<file path="config.mk">
export PLATFORM = sky130hd
export DESIGN_NAME = palette_lookup
export DESIGN_NICKNAME = d
export VERILOG_FILES = /design/src/rtl/vera_video_pkg.sv /design/src/rtl/palette_cpu_wr.sv /design/src/rtl/palette_lookup.sv
export SDC_FILE = /design/constraint.sdc
export NUM_CORES = 1
export LEC_CHECK = 0
export ABC_AREA = 1
export CAP_MARGIN = 10
export CORE_AREA = 3 3 73 82
export CTS_BUF_LIST = sky130_fd_sc_hd__clkbuf_2 sky130_fd_sc_hd__clkbuf_4 sky130_fd_sc_hd__clkbuf_8
export DETAILED_ROUTE_END_ITERATION = 8
export DIE_AREA = 0 0 76 85
export GPL_TIMING_DRIVEN = 1
export PLACE_DENSITY = 0.85
export SLEW_MARGIN = 25
export SYNTH_ARGS = -nofsm -noshare
export SYNTH_HDL_FRONTEND = slang
export SYNTH_SLANG_ARGS = --single-unit
</file>
<file path="constraint.sdc">
create_clock -name clk_i -period 0.8 [get_ports clk_i]
set_input_delay 0.12 -clock clk_i [delete_from_list [all_inputs] [get_ports clk_i]]
set_output_delay 0.12 -clock clk_i [all_outputs]
set_load 0.1 [all_outputs]
</file>
<file path="src/rtl/vera_video_pkg.sv">
// Shared video-path constants and types for the palette lookup stage.
// Holds palette geometry, RGB field positions and pipeline latency figures.
package vera_video_pkg;

    localparam int PAL_IDX_W   = 8;
    localparam int PAL_ENTRY_W = 16;
    localparam int CPU_ADDR_W  = 9;
    localparam int BYTE_W      = 8;
    localparam int CH_W        = 4;

    localparam int R_LSB = 8;
    localparam int G_LSB = 4;
    localparam int B_LSB = 0;

    // Index-in to RGB-out latency without and with the optional output register.
    localparam int LAT_BASE    = 2;
    localparam int LAT_OUT_REG = 3;

    typedef struct packed {
        logic [CH_W-1:0] r;
        logic [CH_W-1:0] g;
        logic [CH_W-1:0] b;
    } rgb_t;

    typedef struct packed {
        logic blank;
        logic hsync;
        logic vsync;
    } sync_t;

    localparam sync_t SYNC_RST = '{blank: 1'b1, hsync: 1'b0, vsync: 1'b0};

endpackage

</file>
<file path="src/rtl/palette_cpu_wr.sv">
// CPU byte write to palette_ram word write: one registered write cycle per strobe,
// byte lane chosen by the address LSB and the byte replicated onto both lanes.
module palette_cpu_wr
    import vera_video_pkg::*;
(
    input  logic                   clk,
    input  logic                   rst,
    input  logic                   wr,
    input  logic [CPU_ADDR_W-1:0]  addr,
    input  logic [BYTE_W-1:0]      data,
    output logic                   wr_en,
    output logic [1:0]             ben,
    output logic [PAL_IDX_W-1:0]   wr_addr,
    output logic [PAL_ENTRY_W-1:0] wr_data
);

    always_ff @(posedge clk) begin
        if (rst) begin
            wr_en   <= 1'b0;
            ben     <= 2'b00;
            wr_addr <= '0;
            wr_data <= '0;
        end else begin
            wr_en <= wr;
            if (wr) begin
                ben     <= addr[0] ? 2'b10 : 2'b01;
                wr_addr <= addr[CPU_ADDR_W-1:1];
                wr_data <= {data, data};
            end
        end
    end

endmodule

</file>
<file path="src/rtl/palette_lookup.sv">
// Palette lookup pixel stage: index stream -> palette_ram read -> 4:4:4 RGB with aligned sync/blank.
// Define PALETTE_LOOKUP_CHROMA_KILL_EN to add chroma_kill_i (greyscale luma on all channels).
module palette_lookup
    import vera_video_pkg::*;
#(
    parameter int OUT_REG   = 1,
    parameter int BORDER_EN = 1
) (
    input  logic                   clk_i,
    input  logic                   rst_i,
    input  logic                   pix_valid_i,
    input  logic [PAL_IDX_W-1:0]   pix_idx_i,
    input  logic                   border_i,
    input  logic [PAL_IDX_W-1:0]   border_idx_i,
    input  logic                   blank_i,
    input  logic                   hsync_i,
    input  logic                   vsync_i,
`ifdef PALETTE_LOOKUP_CHROMA_KILL_EN
    input  logic                   chroma_kill_i,
`endif
    input  logic                   cpu_wr_i,
    input  logic [CPU_ADDR_W-1:0]  cpu_addr_i,
    input  logic [BYTE_W-1:0]      cpu_data_i,
    output logic [PAL_IDX_W-1:0]   pal_rd_addr_o,
    input  logic [PAL_ENTRY_W-1:0] pal_rd_data_i,
    output logic                   pal_wr_en_o,
    output logic [1:0]             pal_ben_o,
    output logic [PAL_IDX_W-1:0]   pal_wr_addr_o,
    output logic [PAL_ENTRY_W-1:0] pal_wr_data_o,
    output logic [CH_W-1:0]        red_o,
    output logic [CH_W-1:0]        green_o,
    output logic [CH_W-1:0]        blue_o,
    output logic                   hsync_o,
    output logic                   vsync_o,
    output logic                   blank_o
);

    logic                           border_act;
    sync_t                          sb_p1;
    sync_t                          sb_p2;
    rgb_t                           rgb_d2;
    rgb_t                           rgb_p2;
    logic [PAL_ENTRY_W-1:3*CH_W]    unused_hi;

    assign unused_hi     = pal_rd_data_i[PAL_ENTRY_W-1:3*CH_W];
    assign border_act    = (BORDER_EN != 0) && border_i;
    assign pal_rd_addr_o = border_act ? border_idx_i : (pix_valid_i ? pix_idx_i : '0);

`ifdef PALETTE_LOOKUP_CHROMA_KILL_EN
    logic kill_p1;

    // Y = (5R + 9G + 2B) >> 4; the weighted sum peaks at 240 so 8 bits never overflow.
    function automatic rgb_t luma(input rgb_t c);
        logic [7:0]      sum;
        logic [CH_W-1:0] y;
        sum = 8'd5 * {4'd0, c.r} + 8'd9 * {4'd0, c.g} + 8'd2 * {4'd0, c.b};
        y   = CH_W'(sum >> CH_W);
        return '{r: y, g: y, b: y};
    endfunction

    always_ff @(posedge clk_i) begin
        kill_p1 <= chroma_kill_i;
    end
`endif

    // Stage 1: sideband registered alongside the palette RAM read.
    always_ff @(posedge clk_i) begin
        if (rst_i) begin
            sb_p1 <= SYNC_RST;
        end else begin
            sb_p1 <= '{blank: blank_i | ~(pix_valid_i | border_act),
                       hsync: hsync_i,
                       vsync: vsync_i};
        end
    end

    always_comb begin
        rgb_d2 = '0;
        if (!sb_p1.blank) begin
            rgb_d2 = '{r: pal_rd_data_i[R_LSB +: CH_W],
                       g: pal_rd_data_i[G_LSB +: CH_W],
                       b: pal_rd_data_i[B_LSB +: CH_W]};
        end
`ifdef PALETTE_LOOKUP_CHROMA_KILL_EN
        if (OUT_REG == 0 && kill_p1) begin
            rgb_d2 = luma(rgb_d2);
        end
`endif
    end

    // Stage 2: RGB from the RAM data, blank forcing black.
    always_ff @(posedge clk_i) begin
        if (rst_i) begin
            rgb_p2 <= '0;
            sb_p2  <= SYNC_RST;
        end else begin
            rgb_p2 <= rgb_d2;
            sb_p2  <= sb_p1;
        end
    end

    generate
        if (OUT_REG != 0) begin : g_out_reg
            rgb_t  rgb_d3;
            rgb_t  rgb_p3;
            sync_t sb_p3;

`ifdef PALETTE_LOOKUP_CHROMA_KILL_EN
            logic kill_p2;

            always_ff @(posedge clk_i) begin
                kill_p2 <= kill_p1;
            end

            always_comb begin
                rgb_d3 = rgb_p2;
                if (kill_p2) begin
                    rgb_d3 = luma(rgb_p2);
                end
            end
`else
            always_comb begin
                rgb_d3 = rgb_p2;
            end
`endif

            // Stage 3: optional output register, luma folded in here.
            always_ff @(posedge clk_i) begin
                if (rst_i) begin
                    rgb_p3 <= '0;
                    sb_p3  <= SYNC_RST;
                end else begin
                    rgb_p3 <= rgb_d3;
                    sb_p3  <= sb_p2;
                end
            end

            assign red_o   = rgb_p3.r;
            assign green_o = rgb_p3.g;
            assign blue_o  = rgb_p3.b;
            assign hsync_o = sb_p3.hsync;
            assign vsync_o = sb_p3.vsync;
            assign blank_o = sb_p3.blank;
        end else begin : g_no_out_reg
            assign red_o   = rgb_p2.r;
            assign green_o = rgb_p2.g;
            assign blue_o  = rgb_p2.b;
            assign hsync_o = sb_p2.hsync;
            assign vsync_o = sb_p2.vsync;
            assign blank_o = sb_p2.blank;
        end
    endgenerate

    palette_cpu_wr u_cpu_wr (
        .clk     (clk_i),
        .rst     (rst_i),
        .wr      (cpu_wr_i),
        .addr    (cpu_addr_i),
        .data    (cpu_data_i),
        .wr_en   (pal_wr_en_o),
        .ben     (pal_ben_o),
        .wr_addr (pal_wr_addr_o),
        .wr_data (pal_wr_data_o)
    );

endmodule

</file>
Word-level counts from Yosys, hierarchy flattened

Cells that the tools add are included.

Bits in registers: 60
Input bits: 57
Output and inout port bits: 50
Logic and storage cells: 26

Multiplexer cells: 3
Bitwise operators: 3
Reductions and logical operators: 1

Operators with widths:

| operator        | count |
|---|---|
| $mux 8          | 2 |
| $mux 2          | 1 |
| $or 1x1->1      | 2 |
| $reduce_or 2->1 | 1 |
| $not 1->1       | 1 |

Longest topological paths before layout

Depth after elaboration: 3
Gate-level depth with buffers: 5
Depth with buffers taken out: 3

Modules after synthesis

Synthesis repeated with hierarchy kept, for this count alone.

Cells, all modules: 217
Area, all modules: 1844.3 um^2

Modules (own cells, without submodules):

| module         | instances | cells each | area an instance (um^2) | seq. area each (um^2) |
|---|---|---|---|---|
| palette_lookup | 1         | 129        | 1086.0                  | 660.6 |
| palette_cpu_wr | 1         | 88         | 758.2                   | 380.4 |

Worst setup path after synthesis

Ideal clock, no wire load.

Path kind: register -> output
Start: reg u_cpu_wr.wr_data[10]
End: out pal_wr_data_o[10]
Arrival: 1.369 ns
Path slack: -0.689 ns
Cell stages (with the launch flop): 2
Path through: dfxtp_1 > buf_4

RTL lines:

| element                | RTL line             | source |
|---|---|---|
| start, declared        | palette_cpu_wr.sv:14 | `output logic [PAL_ENTRY_W-1:0] wr_data` |
| start signal, assigned | palette_cpu_wr.sv:28 | `wr_data <= {data, data};` |
| end, declared          | palette_lookup.sv:29 | `output logic [PAL_ENTRY_W-1:0] pal_wr_data_o,` |

No word-level cell between the ends.

==> run metrics <==
Synth Area in Compound Gates 5.37%; root buffer cell clkbuf_8; Yosys reg bits 52; period utilisation layout 123%; CTS Buf Count 5; DR vias/cell 4.21; PortBufs 102; RSZ-0062 raised after global routing true; WL/cell 12.2 um; simple-gate area share of the yosys netlist 22.0%; via count 1,659; first-pass GRT wire length 7.95 mm; P_leak 1.62 nW; Pre-antenna DRT Iters 4; ANT cells 0; remaining antenna violation count after routing 0; VDD IR max 1.55 mV; Tightest Pin Transition 268 ps; Max Slew Vio Count 0; initial antenna violation count 0; Top Ports 107; Worst path slowest cell dfxtp_4; Worst Hold End sb_p1[2]; Synth Area in XOR/XNOR 0%; Adder-Cell Fraction of Synth Area 0%; Initial Utilization 33.5%; Worst Hold Class in2reg; final hold vios 0; clk slew on worst S/H paths 90 ps; layout cells sized above 1 46.1%; post-detail-place hpwl 3.90 mm; DRC violations left 0; Critical R2R Launch sb_p1[2]; CTS tree yes; Synth top cells by count nor2_1 (56), dfxtp_1 (52), inv_1 (32); Synth area leader dfxtp_1; Main synth FF type dfxtp_1; Die Y 85 um; async set or reset register ratio after synthesis 0%; Die Wd 76 um; Setup crit end kind output pin; number of flops mapped to enable cells by yosys 0; Power, Total 6.52 mW; count leader, synth nor2_1; max incr delay on CP 390 ps; pre-CTS WS -513 ps; CTS HTree Levels 2; placement-stage cell area 0.00365 mm2; routability congestion estimate 0.724; largest family of logic cells by synthesized area simple AND/OR/NAND/NOR gates; Cell Area, Synth 0.00177 mm2; cells after synthesis 215; Syn Area/Cell 8.24 um2; Placed Cells 381; outcome finished, violations left; std cell rows 28; later-pin clock latency in the skew report 290 ps; Hold Startpoint border_i; share of the synthesized area in the top cell type 58.8%; GRT Overall Usage 15.2%; Layout area overhead 118%; Tmin final 985 ps; final net count 375; delay-heaviest family, CP flip-flops; worst path required time 680 ps; relative slew slack 82.1%; area of the die 0.00646 mm2; failing checks negative setup slack; Yosys warnings 0; post-synthesis sequential area ratio 58.8%; CP Cell Sequence buf_12; max-cap viol count 0; clk buf depth 2; First DRT Iteration DRCs 41; hold buffers post-CTS 0; worst r2r dst g_out_reg.rgb_d3[3]; Critical Path Start u_cpu_wr.wr_data[7]; Layout Cells excl Fill 394; vias in the first global route 1,649; clock skew 3.72 ps; clock sinks 52; fin area 0.00387 mm2; largest net degree at the start of global routing 19; setup violators final 51; crit path launch type flop; Crit Path Max Fanout 3; top cells by area, synth dfxtp_1 (59%), nor2_1 (12%), inv_1 (6.8%), o21ai_0 (4.8%), buf_4 (3.8%); r2r setup slk 0 ps; core area 0.00529 mm2; WHS Path Cells 3; routed wire length 4.82 mm; CP bufs+invs 1; mux cell area share after synthesis 0%; syn nets 272; setup ws final -185 ps; Reg2Reg Depth 2; power per cell area 1680 mW/mm2; grt total ovfl 0; kind of critical path reg2out; crit path DAT 860 ps; f_max 1.02 GHz; Yosys cell types 17
## metrics by stage
stage	utilization (%)	hold WS (ps)	TNS (ps)
after detailed placement	69.0	385	-23800
after floorplan	-	217	-654
after CTS	72.9	209	-7960
after global routing	73.2	210	-8940
final	73.2	203	-7330
after global placement	69.0	382	-23110
## layout by cell type (no fill, tap or decap), types with 3 or more instances in the layout
master,n
buf_12,52
buf_4,3
clkbuf_8,5
clkdlybuf4s50_1,32
dfxtp_1,17
dfxtp_2,17
dfxtp_4,18
dlygate4sd2_1,17
inv_1,31
nand2_2,5
nand2_8,9
nand3_4,8
nor2_1,54
nor2_2,10
o21ai_0,17
## flip-flops by register name, indices dropped and copies added (netlist names)
register and count:
g_out_reg.rgb_d3 12, u_cpu_wr.wr_addr 8, u_cpu_wr.wr_data 8, blue_o 4, green_o 4, red_o 4
sb_p1 3, sb_p2 3, u_cpu_wr.ben 2, blank_o 1, hsync_o 1, u_cpu_wr.wr_en 1
vsync_o 1
## how the worst max path moves through the flow
stage	to	slack, ps	depth (start not counted)
after CTS	pal_wr_data_o[2]	-200	1
after global placement	pal_rd_addr_o[3]	-500	6
final	pal_wr_data_o[15]	-180	1
after detailed placement	pal_rd_addr_o[7]	-510	6
after global routing	pal_wr_data_o[2]	-220	1
after floorplan	pal_wr_data_o[10]	-190	1
## power by group
| group | leakage, nW | total, mW | switching, mW | internal [mW] |
|---|---|---|---|---|
| logic | 1.13 | 2.27 | 1.38 | 0.890 |
| clock network | 0.0485 | 1.46 | 0.832 | 0.627 |
| registers | 0.444 | 2.79 | 0.105 | 2.68 |
## worst register-to-register path, stage by stage, from the launching register on
cell     delay (ps)
dfxtp_2         340
or2_4           310
nor2_2          100
## what timing repair did
action	CTS	global route
endpoints found under the hold margin	0	0
pin swaps	19	3
setup endpoints to repair	100	57
setup buffers	1	0
cloned	4	0
gates resized for setup	50	5
## cells by family after synthesis
group,after synthesis
buf+inv,51
simple gates,93
compound gates,19
flops,52
## cell type report
| class | instances | area (um2) |
|---|---|---|
| repair buffers | 111 | 1630 |
| fillers | 351 | 1420 |
| multi-input cells | 113 | 777 |
| clock buffers | 5 | 68.8 |
| flip-flops and latches | 52 | 1130 |
| clock inverters | 3 | 22.5 |
| well taps | 75 | 93.8 |
| repair inverters | 1 | 7.51 |
| inverters | 34 | 145 |
## routing by layer
metal  global-route usage, %  vias to the layer above  routed length (um)
met4                    4.45                        0                  59
met1                    15.4                      737                1720
met5                       0                        -                   0
met3                    5.94                        8                 447
li1                        -                      834                   -
met2                    29.0                       80                2590
(Power assumes the default switching activity.)
